[src/rtl/mac_pkg.sv]
// Shared definitions for the multiply-accumulate datapath: operand/product
// widths, the accumulator FSM state type, and an elaboration-time log2 helper.
package mac_pkg;

  localparam int PROD_W    = 16;
  localparam int OPERAND_W = 8;

  typedef enum logic [1:0] {
    IDLE  = 2'd0,
    ACCUM = 2'd1,
    DONE  = 2'd2
  } state_t;

  // Ceiling log2 for sizing checks; clog2(1) = 0.
  function automatic int clog2(input int value);
    int r;
    r = 0;
    for (int i = 0; i < 31; i++) begin
      if ((1 << i) < value) r = i + 1;
    end
    return r;
  endfunction

endpackage

[src/rtl/product_accumulator_if.sv]
// Handshake bundle between the product source, the accumulator, and the
// consumer of the completed sum.
interface product_accumulator_if #(
  parameter int PROD_W = 16,
  parameter int ACC_W  = 19
) ();

  logic              start;
  logic              prod_valid;
  logic              prod_ready;
  logic [PROD_W-1:0] product;
  logic              acc_valid;
  logic              acc_ready;
  logic [ACC_W-1:0]  acc_sum;
  logic              busy;
  logic [7:0]        beat_cnt;

  modport master (
    output start, prod_valid, product, acc_ready,
    input  prod_ready, acc_valid, acc_sum, busy, beat_cnt
  );

  modport slave (
    input  start, prod_valid, product, acc_ready,
    output prod_ready, acc_valid, acc_sum, busy, beat_cnt
  );

endinterface

[src/rtl/acc_beat_counter.sv]
// 8-bit beat counter with synchronous clear and increment; flags the
// terminal beat (count == LEN-1) so the caller can close the run.
module acc_beat_counter #(
  parameter int LEN = 8
) (
  input  logic       clk,
  input  logic       rst_n,
  input  logic       clear,
  input  logic       inc,
  output logic [7:0] count,
  output logic       last
);

  // NOTE: sequential state uses non-blocking assignments so every register
  // samples pre-edge values regardless of block ordering.
  always_ff @(posedge clk or negedge rst_n) begin
    if (!rst_n)     count <= 8'd0;
    else if (clear) count <= 8'd0;
    else if (inc)   count <= count + 8'd1;
  end

  assign last = (count == 8'(LEN - 1));

endmodule

[src/rtl/product_accumulator.sv]
// Sums a fixed-length run of LEN unsigned products (one dot product) and
// offers the registered result over a valid/ready handshake.
module product_accumulator
  import mac_pkg::*;
#(
  parameter int PROD_W = mac_pkg::PROD_W,
  parameter int LEN    = 8,
  parameter int ACC_W  = 19
) (
  input logic                  clk,
  input logic                  rst_n,
  product_accumulator_if.slave bus
);

  if (LEN < 1 || LEN > 255) begin : g_len_check
    $error("product_accumulator: LEN must be in 1..255");
  end
  if (ACC_W < PROD_W + clog2(LEN)) begin : g_width_check
    $error("product_accumulator: ACC_W too narrow for LEN products");
  end

  state_t           state, state_nxt;
  logic [ACC_W-1:0] acc;
  logic [ACC_W-1:0] sum_q;
  logic [ACC_W-1:0] acc_next;
  logic             prod_ready;
  logic             accept;
  logic             handoff;
  logic             run_open;
  logic             last_beat;

  assign prod_ready = (state == ACCUM);
  assign accept     = bus.prod_valid & prod_ready;
  assign handoff    = (state == DONE) & bus.acc_ready;
  assign run_open   = (state == IDLE) & bus.start;
  assign acc_next   = acc + ACC_W'(bus.product);

  acc_beat_counter #(.LEN(LEN)) u_beat_counter (
    .clk   (clk),
    .rst_n (rst_n),
    .clear (run_open),
    .inc   (accept),
    .count (bus.beat_cnt),
    .last  (last_beat)
  );

  // NOTE: assigning a default first keeps this block free of inferred latches
  // on paths that do not change state.
  always_comb begin
    state_nxt = state;
    case (state)
      IDLE:    if (bus.start)            state_nxt = ACCUM;
      ACCUM:   if (accept && last_beat)  state_nxt = DONE;
      DONE:    if (handoff)              state_nxt = IDLE;
      default:                           state_nxt = IDLE;
    endcase
  end

  always_ff @(posedge clk or negedge rst_n) begin
    if (!rst_n) state <= IDLE;
    else        state <= state_nxt;
  end

  // The running total restarts on each run; the presented sum is only
  // loaded on the closing beat and is left untouched after handoff.
  always_ff @(posedge clk or negedge rst_n) begin
    if (!rst_n) begin
      acc   <= '0;
      sum_q <= '0;
    end else begin
      if (run_open)    acc <= '0;
      else if (accept) acc <= acc_next;
      if (accept && last_beat) sum_q <= acc_next;
    end
  end

  assign bus.prod_ready = prod_ready;
  assign bus.acc_valid  = (state == DONE);
  assign bus.acc_sum    = sum_q;
  assign bus.busy       = (state != IDLE);

  a_product_stable : assert property (
    @(posedge clk) disable iff (!rst_n)
    (bus.prod_valid && !prod_ready) |=> (!bus.prod_valid || $stable(bus.product))
  );

  a_sum_stable : assert property (
    @(posedge clk) disable iff (!rst_n)
    (bus.acc_valid && !bus.acc_ready) |=> $stable(bus.acc_sum)
  );

endmodule

[src/flat_wrapper.sv]
// flat-port wrapper written by rule: the top's interface ports become plain ports
module product_accumulator_flat import mac_pkg::*;
#(
  parameter int PROD_W = mac_pkg::PROD_W,
  parameter int LEN    = 8,
  parameter int ACC_W  = 19
)
  (clk, rst_n, bus_start, bus_prod_valid, bus_product, bus_acc_ready, bus_prod_ready, bus_acc_valid, bus_acc_sum, bus_busy, bus_beat_cnt);
  product_accumulator_if #(.PROD_W(PROD_W), .ACC_W(ACC_W)) bus_i ();
  input logic clk;
  input logic rst_n;
  input wire logic [$bits(bus_i.start)-1:0] bus_start;
  input wire logic [$bits(bus_i.prod_valid)-1:0] bus_prod_valid;
  input wire logic [$bits(bus_i.product)-1:0] bus_product;
  input wire logic [$bits(bus_i.acc_ready)-1:0] bus_acc_ready;
  output wire logic [$bits(bus_i.prod_ready)-1:0] bus_prod_ready;
  output wire logic [$bits(bus_i.acc_valid)-1:0] bus_acc_valid;
  output wire logic [$bits(bus_i.acc_sum)-1:0] bus_acc_sum;
  output wire logic [$bits(bus_i.busy)-1:0] bus_busy;
  output wire logic [$bits(bus_i.beat_cnt)-1:0] bus_beat_cnt;
  assign bus_i.start = bus_start;
  assign bus_i.prod_valid = bus_prod_valid;
  assign bus_i.product = bus_product;
  assign bus_i.acc_ready = bus_acc_ready;
  assign bus_prod_ready = bus_i.prod_ready;
  assign bus_acc_valid = bus_i.acc_valid;
  assign bus_acc_sum = bus_i.acc_sum;
  assign bus_busy = bus_i.busy;
  assign bus_beat_cnt = bus_i.beat_cnt;
  product_accumulator #(.PROD_W(PROD_W), .LEN(LEN), .ACC_W(ACC_W)) u_core (.clk(clk), .rst_n(rst_n), .bus(bus_i));
endmodule
[config.mk]
export PLATFORM = sky130hd
export DESIGN_NAME = product_accumulator_flat
export DESIGN_NICKNAME = d
export VERILOG_FILES = /design/src/rtl/mac_pkg.sv /design/src/rtl/product_accumulator_if.sv /design/src/rtl/acc_beat_counter.sv /design/src/rtl/product_accumulator.sv /design/src/flat_wrapper.sv
export SDC_FILE = /design/constraint.sdc
export NUM_CORES = 1
export LEC_CHECK = 0
export BUFFER_PORTS_ARGS = -buffer_cell sky130_fd_sc_hd__buf_2
export CAP_MARGIN = 20
export CORE_MARGIN = 1
export CORE_UTILIZATION = 48
export CTS_CLUSTER_SIZE = 28
export DETAILED_ROUTE_END_ITERATION = 6
export PLACE_DENSITY_LB_ADDON = 0.1
export SLEW_MARGIN = 20
export SYNTH_ARGS = -nofsm -noshare
export SYNTH_HDL_FRONTEND = slang
export SYNTH_SLANG_ARGS = --single-unit
[constraint.sdc]
create_clock -name clk -period 5.8 [get_ports clk]
set_input_delay 1.16 -clock clk [delete_from_list [all_inputs] [get_ports clk]]
set_output_delay 1.16 -clock clk [all_outputs]
set_load 0.02 [all_outputs]
== Yosys cells after proc, flatten, opt, wreduce, memory -nomap -nowiden ==
Cells that the tools add are included.
Word-level totals
  register bits: 48
  input port bits: 21
  logic and storage cells: 28
Cells by class
  $add $sub $neg: 2
  equality and inequality tests: 6
  mux-type cells: 8
  bitwise logic cells: 3
  reductions and logical operators: 5
Operators by type and width (number)
  two-way mux 19 bit: 2
  adder 19 x 16 -> 19 bit: 1
  two-way mux 8 bit: 2
  adder 8 x 1 -> 8 bit (second input constant): 1
  == test 8 x 3 -> 1 bit (second input constant): 1
  two-way mux 2 bit: 3
  case mux 2 bit (3 select lines): 1
  inequality test 2 bit (second input constant): 2
  nonzero test 2 bit: 2
  AND 1 bit: 3
  AND reduction 3 bit: 1
  == test 2 x 1 -> 1 bit (second input constant): 1
  == test 2 bit (second input constant): 1
  logical NOT 2 bit: 1
  inequality test 2 x 1 -> 1 bit (second input constant): 1
  logical AND 1 bit: 1

== Logic depth before layout (Yosys ltp) ==
Gate-level depths: netlist of the first run.
  word-level depth: 5
  mapped depth: 9

== Modules after synthesis ==
From an unflattened synthesis of the first run, not the netlist that was laid out.
Unflattened totals
  cell total of the unflattened synthesis: 292
  area, all modules: 2730.1 um^2
By module, submodules not included
  product_accumulator: instances 1, cells each 253, area an instance 2328.5 um^2
  acc_beat_counter: instances 1, cells each 39, area an instance 401.6 um^2

== Worst setup path after synthesis of the first run ==
No wires, ideal clock.
  path kind: input -> register
  start: input port bus_product[0]
  end: register u_core.acc[18]
  setup time: 0.069 ns
  arrival time: 2.915 ns
  data required time: 5.731 ns
  slack: 2.816 ns
  stages on the path: 9
  path buffers: 0
  cell sequence: ha_1 > inv_1 > fa_1 > nor2b_1 > o2111ai_1 > a21oi_1 > nor4_1 > or4_1 > nand3_1
On the way
  cells in the longest elaborated chain, start to end: 3
RTL lines
  from (decl): RTL line flat_wrapper.sv:14  | input wire logic [$bits(bus_i.product)-1:0] bus_product;
  adder 19 x 16 -> 19 bit: RTL line product_accumulator.sv:36  | assign acc_next = acc + ACC_W'(bus.product);
  two-way mux 19 bit: RTL line product_accumulator.sv:72  | else if (accept) acc <= acc_next;
  two-way mux 19 bit: RTL line product_accumulator.sv:71  | if (run_open) acc <= '0;
  to (signal assigned): RTL line product_accumulator.sv:72
  to (decl): RTL line product_accumulator.sv:23  | logic [ACC_W-1:0] acc;
Every way passes these cells. The select of a mux whose other input is x is not followed.
A chain may end at the register's enable or synchronous reset.

== Worst setup path in the final report of the first run ==
  start: input port bus_prod_valid
  end: register u_core.sum_q[15] (netlist: u_core.bus.acc_sum[15])
On the way
  cells in the longest elaborated chain, start to end: 2
RTL lines
  from (decl): RTL line flat_wrapper.sv:13  | input wire logic [$bits(bus_i.prod_valid)-1:0] bus_prod_valid;
  AND 1 bit: RTL line product_accumulator.sv:33  | assign accept = bus.prod_valid & prod_ready;
  logical AND 1 bit: RTL line product_accumulator.sv:73  | if (accept && last_beat) sum_q <= acc_next;
  to (signal assigned): RTL line product_accumulator.sv:73
  to (decl): RTL line product_accumulator.sv:24  | logic [ACC_W-1:0] sum_q;
Every way passes these cells.

==> reports/qor.txt, run 1 <==
Status: finished clean
Global-route wire length before repair: 10400 um
DRC: 0
I/O Pins: 51
Cell count after synthesis: 297
Final period util: 53.9%
Dpl ws: 2.35 ns
CTS buffer count: 5
HPWL after DPL: 4390 um
Core area: 5570 sq um
Grt ovf: 0
Antenna viol nets, final: 0
CTS tree: yes
Rows: 27
Post-layout min period: 3.13 ns
Async set-reset flop share out of synthesis: 100%
Clock power frac: 10.6%
Critical path origin: bus_prod_valid
Leak Pwr: 1.59 nW
Synth Cell Area: 2820 sq um
Yosys warning count: 0
Register area share after synthesis: 42.7%
Share of layout cells above drive strength 1: 21.1%
Setup ws final: 2.67 ns
Part of the power in registers: 32.2%
Post-CTS resize count: 0
Int Pwr: 0.000964 W
Maxcap violations: 0
CTS H-tree depth: 2
Syn Nets: 336
Buffers added on ports: 50
# setup viols final: 0
Die W: 78.6 um
Vias/cell: 5.58
Arrival @ worst endpoint: 3.36 ns
Hold_buf cts: 0
WP data required: 6.03 ns
Psw: 0.000787 W
Sw Ratio: 45.0%
Pwr/cell area: 545 nW/um^2
Design Power: 0.00175 W
Initial DRC count: 102
Layout overhead on the synthesized area: 14.2%
Slew @ Worst Pin: 0.891 ns
TritonCTS Sinks: 48
Fill cell count: 512
Final Max Tran Viols: 0
Max-slew headroom: 40.4%
Ys flop type: dfrtp_1
Worst Path Max Fanout: 22
Initial antenna violation count: 0
RSZ-0062 raised after global routing: no
Syn_area_per_cell: 9.48 sq um
Synth cell types: 51
Logic pwr share: 57.2%
Final Net Count: 385
Commonest non-fill, non-tap cell in the layout: buf_2
Setup bufs post-CTS: 0
Clk pin slew, worst setup/hold paths: 0.08 ns
Hold Crit Class: register to register
R2R Setup Slk: 3.11 ns
Routed WL: 6280 um
EDFF count, synth: 0
Yosys reg bits: 48
Ant. Diodes: 0
Gr usage total: 21.8%
DIE AREA: 6180 sq um
Starting density of the core: 50.5%
Post-DR wirelength/cell: 15.0 um
Setup TNS: 0 ns
DRT Pass-1 Iters: 4
Max Clk Rate: 320 MHz
Max VDD drop: 0.250 mV
Crit end category: register
Final Core Density: 57.7%
Via count: 2332
Die Height: 78.6 um
Hold Vio Cnt, Final: 0
Largest net degree at the start of global routing: 49
Hold path startpoint: u_core.bus.acc_sum[5]$_DFFE_PN0P_
Max clock buf depth: 2
Worst r2r src: u_core.state[1]$_DFFE_PN0P_
Crit Path Class: input port to register
Clock Skews: 0.00583 ns
Startpoint types: input port
Clk_lat worst skew: 0.30 ns
Number of global-route vias before repair: 2160
Most frequent cells in the layout: 50 x buf_2, 48 x dfrtp_1, 41 x nand2_1, 24 x nor2_1
Root buf cell: clkbuf_8
Routability-driven placement congestion ratio: 0.800
==> critical path, stage by stage <==
cell and delay, ns:
buf_2 0.08, and3b_1 0.15, buf_4 0.27, and3_1 0.25
nand3_1 0.63, or4_1 0.72, nand3_1 0.09
==> cell usage after synthesis (all sizes together), types with 2 or more instances <==
cell type	count	area, sq um
a21o	4	30.0
a21oi	17	85.1
a22o	8	70.1
a31o	3	26.3
a31oi	2	12.5
a32o	2	20.0
and2	3	18.8
and3	4	25.0
buf	4	18.8
clkbuf	8	30.0
dfrtp	48	1200
ha	17	213
inv	6	22.5
mux2	5	56.3
nand2	41	154
nand2b	2	12.5
nand3	10	50.1
nand4	9	56.3
nor2	24	90.1
nor2b	3	18.8
nor3	5	30.0
o211ai	3	22.5
o21a	6	45.0
o21ai	18	90.1
o311a	4	40.0
or2	2	12.5
or3	4	25.0
or4	3	22.5
xnor2	8	70.1
xor2	7	61.3
==> layout make-up <==
cell class / count / area, sq um / area share [%]
Sequential cell: 48 / 1200 / 37.4
Timing Repair Buffer: 54 / 280 / 8.72
Clock inverter: 1 / 5.00 / 0.156
Multi-Input combinational cell: 231 / 1540 / 48.0
Inverter: 6 / 22.5 / 0.701
Clock buffer: 6 / 72.6 / 2.26
Tap cell: 72 / 90.1 / 2.80
==> metrics by stage <==
stage               hold WS, ns  instance area (sq um)  cells
finish                    0.474                   3210    418
global route              0.509                   3210    418
CTS                       0.482                   3210    418
detailed placement        0.462                   3140    411
global placement          0.453                   3140    411
floorplan                 0.454                   2820    297
==> worst paths after layout <==
path	endpoint	cells past startpoint
setup / recovery	u_core.bus.acc_sum[15]$_DFFE_PN0P_	7
hold / removal	u_core.bus.acc_sum[5]$_DFFE_PN0P_	2
setup reg to reg	u_core.bus.acc_sum[15]$_DFFE_PN0P_	6
hold reg to reg	u_core.bus.acc_sum[5]$_DFFE_PN0P_	2
max in group asynchronous	u_core.u_beat_counter.count[7]$_DFFE_PN0P_	2
min in group asynchronous	u_core.bus.acc_sum[5]$_DFFE_PN0P_	2
==> power groups by stage <==
stage               logic [W]  clock network, W  registers [W]
floorplan            0.000661                 0       0.000646
global placement     0.000982                 0       0.000567
detailed placement   0.000997                 0       0.000571
CTS                   0.00100          0.000194       0.000565
global route          0.00111          0.000207       0.000583
finish                0.00100          0.000185       0.000563
==> registers in the layout, indices dropped and copies added, names as in the netlist <==
signal,cells
u_core.acc,19
u_core.bus.acc_sum,19
u_core.u_beat_counter.count,8
u_core.state,2
==> layer usage <==
layer	share of wire (%)	global-route usage, %	up-vias	wire, um
li1	-	-	1180	-
met1	48	31.5	1096	3040
met2	46	33.7	50	2900
met3	4.7	3.95	6	293
met4	0.88	5.00	0	55
met5	0	0	-	0
==> kinds of logic after synthesis <==
group | synth area share, %
DFF | 42.7
adders and majority gates | 8.27
AOI/OAI and AO/OA | 20.2
xor gates and xnor gates | 4.67
and+or+nand+nor | 19.3
muxes | 2.36
buffers and inverters | 2.53
Note: power is estimated with default switching activity, not from simulation.
==> run 2: changes to the inputs <==
- clock period: 5.8 -> 3.3 ns (I/O delays scaled with it)
==> reports/qor.txt, run 2 (synthesis results as in run 1) <==
Hold Crit Class: input port to async pin (was register to register)
Commonest non-fill, non-tap cell in the layout: buf_2 (unchanged)
# setup viols final: 0 (unchanged)
Max Clk Rate: 407 MHz
Pwr/cell area: 962 nW/um^2 (was 545 nW/um^2)
Post-DR wirelength/cell: 15.1 um (was 15.0 um)
Startpoint types: input port (unchanged)
DRC: 0 (unchanged)
RSZ-0062 raised after global routing: no (unchanged)
Gr usage total: 22.6% (was 21.8%)
Routed WL: 6330 um (was 6280 um)
Crit Path Class: input port to register (unchanged)
Rows: 27 (unchanged)
Vias/cell: 5.69 (was 5.58)
Crit path max-delay family: simple AND/OR/NAND/NOR gates (unchanged)
R2R Setup Slk: 0.92 ns (was 3.11 ns)
Die W: 78.6 um (unchanged)
Final Max Tran Viols: 0 (unchanged)
Design Power: 0.00311 W (was 0.00175 W)
Most frequent cells in the layout: 49 x buf_2, 48 x dfrtp_1, 41 x nand2_1, 24 x nor2_1 (was 50 x buf_2, 48 x dfrtp_1, 41 x nand2_1, 24 x nor2_1)
CTS H-tree depth: 2 (unchanged)
Via count: 2389 (was 2332)
Grt ovf: 0 (unchanged)
Slew @ Worst Pin: 0.644 ns (was 0.891 ns)
Hold_buf cts: 0 (unchanged)
Worst Path Max Fanout: 4 (was 22)
Crit path buf inv count: 2 (unchanged)
WP data required: 3.55 ns (was 6.03 ns)
Clk pin slew, worst setup/hold paths: 0.09 ns (was 0.08 ns)
HPWL after DPL: 4450 um (was 4390 um)
Share of layout cells above drive strength 1: 21.3% (was 21.1%)
Final Instance Count excl. Fillers: 420 (was 418)
Max clock buf depth: 2 (unchanged)
Post-CTS resize count: 0 (unchanged)
Antenna viol nets, final: 0 (unchanged)
Max VDD drop: 0.473 mV (was 0.250 mV)
Status: finished clean (unchanged)
Post-Place Cells: 412 (was 411)
Final period util: 74.4%
Initial antenna violation count: 0 (unchanged)
Ant. Diodes: 0 (unchanged)
Crit end category: register (unchanged)
Dpl cell area: 3140 sq um (about the same)
Worst flop-to-flop path endpoint: u_core.acc[18]$_DFFE_PN0P_ (was u_core.bus.acc_sum[15]$_DFFE_PN0P_)
CTS tree: yes (unchanged)
Arrival @ worst endpoint: 2.71 ns (was 3.36 ns)
Layout overhead on the synthesized area: 15.0% (was 14.2%)
Die Height: 78.6 um (unchanged)
Leak Pwr: 1.60 nW (was 1.59 nW)
DIE AREA: 6180 sq um (unchanged)
Slowest-stage cell, CP: or4_1 (unchanged)
TritonCTS Sinks: 48 (unchanged)
DRT Pass-1 Iters: 4 (unchanged)
Clock Skews: 0.00867 ns (was 0.00583 ns)
CTS buffer count: 5 (unchanged)
Worst r2r src: u_core.acc[0]$_DFFE_PN0P_ (was u_core.state[1]$_DFFE_PN0P_)
Reg2Reg Depth: 9 (was 6)
Clk_lat worst skew: 0.31 ns (was 0.30 ns)
Post-layout min period: 2.46 ns
Fill cell count: 524 (was 512)
Number of global-route vias before repair: 2297 (was 2160)
Maxcap violations: 0 (unchanged)
I/O Pins: 51 (unchanged)
Max incr delay on CP: 0.48 ns (was 0.72 ns)
Routability-driven placement congestion ratio: 0.783 (was 0.800)
Largest net degree at the start of global routing: 49 (unchanged)
Global-route wire length before repair: 10900 um (was 10400 um)
Setup bufs post-CTS: 0 (unchanged)
Buffers added on ports: 50 (unchanged)
Setup TNS: 0 ns (unchanged)
Initial DRC count: 124 (was 102)
Final Net Count: 386 (was 385)
Hold Vio Cnt, Final: 0 (unchanged)
Core area: 5570 sq um (unchanged)
Cell Chain, Critical Path: buf_2 -> ha_1 -> inv_1 -> fa_1 -> nor2b_1 -> o2111ai_1 -> a21oi_1 -> nor4_1 -> or4_1 -> nand3_1 (was buf_2 -> and3b_1 -> buf_4 -> and3_1 -> nand3_1 -> or4_1 -> nand3_1)
Starting density of the core: 50.5% (unchanged)
Final Core Density: 58.1% (was 57.7%)
Root buf cell: clkbuf_8 (unchanged)
Max-slew headroom: 56.6% (was 40.4%)
Design Area, Final: 3240 sq um (was 3210 sq um)
-- run 2: changes by cell type in the layout (fill, tap and decap cells not counted), sizes merged --
cell    before  now
clkbuf       6    8
buf         54   55
clkinv       1    0
-- run 2: worst reg2reg max path: cells and delay by family (launching register included) --
family,cells,cell delay (ns)
fa+ha+maj,2,0.57
buf+inv,1,0.06
simple gates,4,0.87
flops,1,0.35
compound gates,2,0.48
-- run 2: where the power goes --
group / leakage, nW / total, W / internal (W) / switching, W
combinational: 0.935 / 0.00174 / 0.000714 / 0.00103
sequential: 0.617 / 0.000995 / 0.000836 / 0.000159
clock: 0.0455 / 0.000374 / 0.000171 / 0.000203
total: 1.60 / 0.00311 / 0.00172 / 0.00139
-- run 2: worst max path at each step --
stage	endpoint	cells past startpoint	from	slack, ns
after floorplan	u_core.acc[18]$_DFFE_PN0P_	9	bus_product[0]	0.82
after global placement	u_core.acc[18]$_DFFE_PN0P_	10	bus_product[0]	0.59
after detailed placement	u_core.acc[18]$_DFFE_PN0P_	10	bus_product[0]	0.50
after CTS	u_core.acc[18]$_DFFE_PN0P_	10	bus_product[0]	0.81
after global routing	u_core.bus.acc_sum[18]$_DFFE_PN0P_	10	bus_product[0]	0.62
final	u_core.acc[18]$_DFFE_PN0P_	10	bus_product[0]	0.84
-- run 2: area by class of cell --
class,instances,area [sq um],area share [%]
clock buffer,8,90.1,2.78
inverter,6,22.5,0.696
multi-input combinational,231,1540,47.7
sequential,48,1200,37.1
tap,72,90.1,2.78
timing repair buffer,55,290,8.97
-- run 2: stage by stage --
stage / hold WS [ns] / setup WS, ns
after floorplan: 0.364 / 0.816
after global placement: 0.455 / 0.591
after detailed placement: 0.463 / 0.501
after CTS: 0.484 / 0.810
after global routing: 0.417 / 0.624
final: 0.363 / 0.844
-- run 2: per-layer routing --
layer  up-vias  GRT usage, %  part of all wire [%]
li1       1181             -                     -
met1      1144          32.0                    49
met2        58          35.2                    45
met3         6          4.07                   5.3
met4         0          6.67                   1.0
met5         -             0                     0
